--- config.mk ---
export PLATFORM = sky130hd
export DESIGN_NAME = ula_controle
export DESIGN_NICKNAME = d
export VERILOG_FILES = /design/src/rtl/ula_pkg.sv /design/src/rtl/ula_decoder.sv /design/src/rtl/ula_controle.sv
export SDC_FILE = /design/constraint.sdc
export NUM_CORES = 1
export LEC_CHECK = 0
export CAP_MARGIN = 5
export CORE_MARGIN = 3
export CORE_UTILIZATION = 46
export DETAILED_ROUTE_END_ITERATION = 8
export GPL_TIMING_DRIVEN = 0
export PLACE_DENSITY = 0.93
export SLEW_MARGIN = 0
export SYNTH_ARGS = -nofsm -noshare
export SYNTH_HDL_FRONTEND = slang
export SYNTH_HIERARCHICAL = 1
export SYNTH_SLANG_ARGS = --single-unit
--- constraint.sdc ---
create_clock -name clk -period 3.9 [get_ports clk]
set_clock_uncertainty 0.15 [all_clocks]
set_input_delay 0.78 -clock clk [delete_from_list [all_inputs] [get_ports clk]]
set_output_delay 0.78 -clock clk [all_outputs]
set_load 0.005 [all_outputs]
--- src/rtl/ula_pkg.sv ---
// -----------------------------------------------------------------------------
// ula_pkg
// Shared definitions for the ULA issue/capture controller:
//   - 4-bit ALU operation codes driven on ALUControl
//   - request op-class encodings (req_optype)
//   - funct7 values that select alternate R-type / shift operations
//   - controller FSM state enum
//   - helper identifying shift codes (their B operand is masked to 5 bits)
// -----------------------------------------------------------------------------
package ula_pkg;

  localparam int unsigned DATA_W = 32;
  localparam int unsigned CODE_W = 4;

  // ALU operation codes
  localparam logic [CODE_W-1:0] ULA_ADD = 4'b0000;
  localparam logic [CODE_W-1:0] ULA_SUB = 4'b0001;
  localparam logic [CODE_W-1:0] ULA_AND = 4'b0010;
  localparam logic [CODE_W-1:0] ULA_OR  = 4'b0011;
  localparam logic [CODE_W-1:0] ULA_XOR = 4'b0100;
  localparam logic [CODE_W-1:0] ULA_SLL = 4'b0101;
  localparam logic [CODE_W-1:0] ULA_SRL = 4'b0110;
  localparam logic [CODE_W-1:0] ULA_MUL = 4'b0111;
  localparam logic [CODE_W-1:0] ULA_EQ  = 4'b1000;

  // Request operation classes
  localparam logic [1:0] OPT_R    = 2'b00;
  localparam logic [1:0] OPT_I    = 2'b01;
  localparam logic [1:0] OPT_BR   = 2'b10;
  localparam logic [1:0] OPT_ADDR = 2'b11;

  // funct7 selectors
  localparam logic [6:0] F7_BASE   = 7'b0000000;
  localparam logic [6:0] F7_ALT    = 7'b0100000;
  localparam logic [6:0] F7_MULDIV = 7'b0000001;

  // Controller states
  typedef enum logic [1:0] {
    ST_IDLE = 2'b00,
    ST_EXEC = 2'b01,
    ST_RESP = 2'b10
  } state_t;

  // Shift operations only use the low 5 bits of B as the shift amount
  function automatic logic is_shift(input logic [CODE_W-1:0] code);
    return (code == ULA_SLL) || (code == ULA_SRL);
  endfunction

endpackage

--- src/rtl/ula_decoder.sv ---
// -----------------------------------------------------------------------------
// ula_decoder
// Purely combinational decode of a RISC-V-style request into an ALU code.
// Ports:
//   i_optype  [1:0] : op class (R / I / branch / address-add)
//   i_funct3  [2:0] : instruction funct3
//   i_funct7  [6:0] : instruction funct7 (only consulted where it matters)
//   o_code    [3:0] : ALU operation code (ULA_ADD when illegal)
//   o_illegal       : request does not decode to a supported operation
// -----------------------------------------------------------------------------
module ula_decoder
  import ula_pkg::*;
(
  input  logic [1:0]        i_optype,
  input  logic [2:0]        i_funct3,
  input  logic [6:0]        i_funct7,
  output logic [CODE_W-1:0] o_code,
  output logic              o_illegal
);

  // Op-class / funct decode to ALU code and legality
  always_comb begin
    o_code    = ULA_ADD;
    o_illegal = 1'b0;
    case (i_optype)
      OPT_R: begin
        if (i_funct7 == F7_BASE) begin
          case (i_funct3)
            3'b000:  o_code = ULA_ADD;
            3'b001:  o_code = ULA_SLL;
            3'b100:  o_code = ULA_XOR;
            3'b101:  o_code = ULA_SRL;
            3'b110:  o_code = ULA_OR;
            3'b111:  o_code = ULA_AND;
            default: o_illegal = 1'b1;
          endcase
        end else if ((i_funct7 == F7_ALT) && (i_funct3 == 3'b000)) begin
          o_code = ULA_SUB;
        end else if ((i_funct7 == F7_MULDIV) && (i_funct3 == 3'b000)) begin
          o_code = ULA_MUL;
        end else begin
          o_illegal = 1'b1;
        end
      end
      OPT_I: begin
        case (i_funct3)
          3'b000: o_code = ULA_ADD;
          3'b100: o_code = ULA_XOR;
          3'b110: o_code = ULA_OR;
          3'b111: o_code = ULA_AND;
          // Immediate shifts: funct7 must be all zero (no srai support)
          3'b001: begin
            if (i_funct7 == F7_BASE) begin
              o_code = ULA_SLL;
            end else begin
              o_illegal = 1'b1;
            end
          end
          3'b101: begin
            if (i_funct7 == F7_BASE) begin
              o_code = ULA_SRL;
            end else begin
              o_illegal = 1'b1;
            end
          end
          default: o_illegal = 1'b1;
        endcase
      end
      OPT_BR: begin
        // beq/bne both compare via subtraction; the consumer reads Zero
        if ((i_funct3 == 3'b000) || (i_funct3 == 3'b001)) begin
          o_code = ULA_SUB;
        end else begin
          o_illegal = 1'b1;
        end
      end
      OPT_ADDR: o_code = ULA_ADD;
      default:  o_illegal = 1'b1;
    endcase
  end

endmodule

--- src/rtl/ula_controle.sv ---
// -----------------------------------------------------------------------------
// ula_controle
// Issue/capture controller in front of a combinational ULA instance.
// A request is accepted in IDLE, decoded and latched; legal requests spend
// exactly one EXEC cycle driving the ALU, then the result is held in RESP
// until the consumer accepts it. Illegal requests skip EXEC entirely.
// Ports:
//   clk, reset                : clock, synchronous active-high reset
//   req_valid / req_ready     : request handshake (ready only in IDLE)
//   req_optype/funct3/funct7  : operation selection
//   req_a, req_b              : operands
//   ALUControl, A, B          : ALU drive (zero outside EXEC)
//   ALUResult, Zero           : ALU outputs, sampled only in EXEC
//   rsp_valid / rsp_ready     : response handshake
//   rsp_result/zero/illegal   : captured response
// -----------------------------------------------------------------------------
module ula_controle
  import ula_pkg::*;
(
  input  logic              clk,
  input  logic              reset,
  input  logic              req_valid,
  output logic              req_ready,
  input  logic [1:0]        req_optype,
  input  logic [2:0]        req_funct3,
  input  logic [6:0]        req_funct7,
  input  logic [DATA_W-1:0] req_a,
  input  logic [DATA_W-1:0] req_b,
  output logic [CODE_W-1:0] ALUControl,
  output logic [DATA_W-1:0] A,
  output logic [DATA_W-1:0] B,
  input  logic [DATA_W-1:0] ALUResult,
  input  logic              Zero,
  output logic              rsp_valid,
  input  logic              rsp_ready,
  output logic [DATA_W-1:0] rsp_result,
  output logic              rsp_zero,
  output logic              rsp_illegal
);

  state_t              r_state;
  state_t              w_next_state;
  logic [CODE_W-1:0]   w_code;
  logic                w_illegal;
  logic [DATA_W-1:0]   w_b_drive;
  logic [CODE_W-1:0]   r_alu_code;
  logic [DATA_W-1:0]   r_alu_a;
  logic [DATA_W-1:0]   r_alu_b;
  logic [DATA_W-1:0]   r_result;
  logic                r_zero;
  logic                r_illegal;

  ula_decoder u_decoder (
    .i_optype  (req_optype),
    .i_funct3  (req_funct3),
    .i_funct7  (req_funct7),
    .o_code    (w_code),
    .o_illegal (w_illegal)
  );

  // Shift amount masking: shifts see only req_b[4:0]
  always_comb begin
    if (is_shift(w_code)) begin
      w_b_drive = {27'd0, req_b[4:0]};
    end else begin
      w_b_drive = req_b;
    end
  end

  // FSM state register
  always_ff @(posedge clk) begin
    if (reset) begin
      r_state <= ST_IDLE;
    end else begin
      r_state <= w_next_state;
    end
  end

  // FSM next-state logic
  always_comb begin
    w_next_state = r_state;
    case (r_state)
      ST_IDLE: begin
        if (req_valid) begin
          w_next_state = w_illegal ? ST_RESP : ST_EXEC;
        end else begin
          w_next_state = ST_IDLE;
        end
      end
      ST_EXEC: w_next_state = ST_RESP;
      ST_RESP: begin
        if (rsp_ready) begin
          w_next_state = ST_IDLE;
        end else begin
          w_next_state = ST_RESP;
        end
      end
      default: w_next_state = ST_IDLE;
    endcase
  end

  // Datapath: ALU drive registers are non-zero only during EXEC; response
  // registers are loaded at acceptance / end of EXEC and held through RESP
  always_ff @(posedge clk) begin
    if (reset) begin
      r_alu_code <= ULA_ADD;
      r_alu_a    <= 32'd0;
      r_alu_b    <= 32'd0;
      r_result   <= 32'd0;
      r_zero     <= 1'b0;
      r_illegal  <= 1'b0;
    end else begin
      case (r_state)
        ST_IDLE: begin
          if (req_valid) begin
            r_result  <= 32'd0;
            r_zero    <= 1'b0;
            r_illegal <= w_illegal;
            if (w_illegal) begin
              r_alu_code <= ULA_ADD;
              r_alu_a    <= 32'd0;
              r_alu_b    <= 32'd0;
            end else begin
              r_alu_code <= w_code;
              r_alu_a    <= req_a;
              r_alu_b    <= w_b_drive;
            end
          end
        end
        ST_EXEC: begin
          r_result   <= ALUResult;
          r_zero     <= Zero;
          r_alu_code <= ULA_ADD;
          r_alu_a    <= 32'd0;
          r_alu_b    <= 32'd0;
        end
        ST_RESP: begin
          r_result <= r_result;
        end
        default: begin
          r_alu_code <= ULA_ADD;
          r_alu_a    <= 32'd0;
          r_alu_b    <= 32'd0;
          r_result   <= 32'd0;
          r_zero     <= 1'b0;
          r_illegal  <= 1'b0;
        end
      endcase
    end
  end

  assign req_ready   = (r_state == ST_IDLE);
  assign rsp_valid   = (r_state == ST_RESP);
  assign ALUControl  = r_alu_code;
  assign A           = r_alu_a;
  assign B           = r_alu_b;
  assign rsp_result  = r_result;
  assign rsp_zero    = r_zero;
  assign rsp_illegal = r_illegal;

endmodule

==> flow_summary.toml <==
[global_route]
grt_first_pass_wirelength_mm = 26.0
overflow = 0
grt_max_degree = 18
antenna_found_initial = 0
grt_pass1_vias = 5377
grt_use_total_pct = 27.2

[timing]
final.period_utilization_pct = 86.3
maxSlewHeadroom_pct = 61.2
rsz0062_at_grt = "no"
tightest_slew_ns = 0.575
max_freq_mhz = 297
hold_viol_final = 0
setup_viol = 0
slew_viol_final = 0
fin_ws_ns = 0.536
min_period_ns = 3.36
fin_tns_setup_ns = 0

[synthesis]
synth_xor_area_share_pct = 0.505
ys_warn_count = 6
netlist_top_cells_area = "dfxtp_1, nand4_1, o21ai_1"
synth_compound_area_share_pct = 24.7
yosys_register_bits = 104
ys.flop_type = "dfxtp_1"
yosysUniqueCellTypes = 40
synth-simple-area-share_pct = 23.6
synth_top_family_by_area = "compound AO/OA/AOI/OAI gates"
synthAdderAreaFrac_pct = 1.01
async_flop_share_pct = 0
yosysMostFrequentCell = "dfxtp_1"
synthMuxAreaShare_pct = 0
synthesis.area_um2 = 4960
synth_area_per_cell_um2 = 8.31
ys_seq_area_share_pct = 42.0
synth_nets = 714
yosysTopAreaCell = "dfxtp_1"
synth_commonest_cells = "dfxtp_1, o21ai_1, a21oi_1, nand4_1, buf_2"
syn_inst = 597
synth-edff-count = 0
netlist.area_leader.share_pct = 42.0

[cts]
worstSkewPairLatency_ns = 0.36
cts_tree = "built"
cts_setup_buffers = 0
cts-root-buf = "clkbuf_8"
hold_buffers = 0
htreeDepth = 3
path_clk_slew_ns = 0.10
clk_path_buf_depth = 2
cts.sinks = 104
cts_resized = 0
numCtsBuffers = 9

[floorplan]
initial_core_util_pct = 47.6
die_h_um = 110
coreArea_um2 = 10400
die-area_um2 = 12100
rows = 37
fp.dieW_um = 110
io_pins = 217

[detailed_routing]
drt_iter0_drc = 457
vias = 5742
wire_per_inst_um = 18.1
vias_per_cell = 5.97
ant_nets = 0
drt_pass1_iterations = 5
drt_wl_total_mm = 17.4
remaining_drc_errors = 0

[finish]
synthToLayoutAreaGrowth_pct = 51.0
fillers = 799
drive_above_1_share_pct = 8.60
fin_nets = 939
n_antenna_cell = 0
fin_cells = 962

[setup_path]
cpMaxStageDelayCell = "or4_4"
critical_path.max_stage_delay_ns = 0.55
cp_data_required_time_ns = 4.00
path_class = "in2reg"
cp-start-kind = "input port"
crit_fanout = 10
rrSetupSlack_ns = 1.94
cp-end-kind = "flop"
critPathArrivalTime_ns = 3.46
path_cells = "clkdlybuf4s50_1, or4_4, nor4_4, a21oi_1, o41ai_1, nand2b_1, buf_2, clkbuf_1, o2111ai_1, nand2_1"

[placed_design]
portBuffers = 214
dp_hpwl_mm = 13.1
placed_cells = 947
gp_congestion = 0.860
pre_cts_ws_ns = 0.159

[pwr]
ir_worst_vdd_mv = 0.195
power_uw = 2480
p_per_area_nw_per_um2 = 331
leakagePower_uw = 0.00267

[min_path]
worstHoldPathType = "reg2reg"

[job]
drv_cap = 0

[status]
status = "finished clean"
-- area by class of cell --
cell class	count	area [um2]	share of cell area (%)
buffer	80	384	5.13
tap	136	170	2.27
sequential	104	2080	27.8
timing repair buffer	214	2140	28.6
multi-input combinational	407	2470	33.0
clock buffer	9	124	1.65
clock inverter	6	91.3	1.22
inverter	6	22.5	0.301
-- metrics by stage --
step / instance area (um2) / util (%) / hold slack [ns]
finish: 7490 / 71.9 / 0.328
global route: 7490 / 71.9 / 0.350
CTS: 7490 / 71.9 / 0.329
detailed placement: 7270 / 69.8 / 0.317
global placement: 7270 / 69.8 / 0.308
floorplan: 4960 / - / 0.315
-- cells by family (layout without fill, tap and decap cells) --
| group | Yosys count | after routing |
|---|---|---|
| XOR/XNOR | 2 | 2 |
| flip-flops | 104 | 104 |
| buffers and inverters | 86 | 315 |
| other | 1 | 1 |
| adder cells (fa/ha/maj) | 4 | 4 |
| AND/OR/NAND/NOR | 181 | 181 |
| AO/OA/AOI/OAI | 219 | 219 |
-- placed cells by master, fill, tap and decap left out, types with 26 or more instances in the layout --
cell type        instances
o21ai_1                 82
a21oi_1                 78
o2111ai_1               27
nor4bb_1                26
nand4_1                 76
dfxtp_1                104
clkdlybuf4s50_1        214
nor2b_1                 29
buf_2                   46
nand2_1                 29
-- sequential cells by signal (all words and copies together) (netlist names) --
name / flops
rsp_illegal: 1
r_state: 2
B: 32
rsp_result: 32
rsp_zero: 1
A: 32
ALUControl: 4
-- per-layer routing --
| metal | GRT usage [%] | up-vias | share of wire, % |
|---|---|---|---|
| met3 | 4.76 | 53 | 7.0 |
| li1 | - | 2676 | - |
| met5 | 0 | - | 0 |
| met4 | 10.8 | 0 | 3.6 |
| met2 | 46.6 | 300 | 49 |
| met1 | 33.9 | 2713 | 40 |
-- worst paths after layout --
check,endpoint,start,depth (start not counted)
worst max-delay path,B[16],req_funct7[4],10
worst min register to register,rsp_result[14],rsp_result[14],2
worst min-delay path,rsp_result[14],rsp_result[14],2
worst max register to register,rsp_result[25],r_state[0],8
-- critical path, delay by kind of cell --
| kind | cells | cell delay [ns] |
|---|---|---|
| and+or+nand+nor | 4 | 0.98 |
| buffers and inverters | 3 | 0.85 |
| AOI/OAI and AO/OA | 3 | 0.85 |
-- power by group --
group | switching [uW] | internal (uW) | total (uW)
clock network | 378 | 363 | 741
registers | 26.4 | 1110 | 1140
logic | 305 | 294 | 599
total | 709 | 1770 | 2480
(Power assumes the default switching activity.)
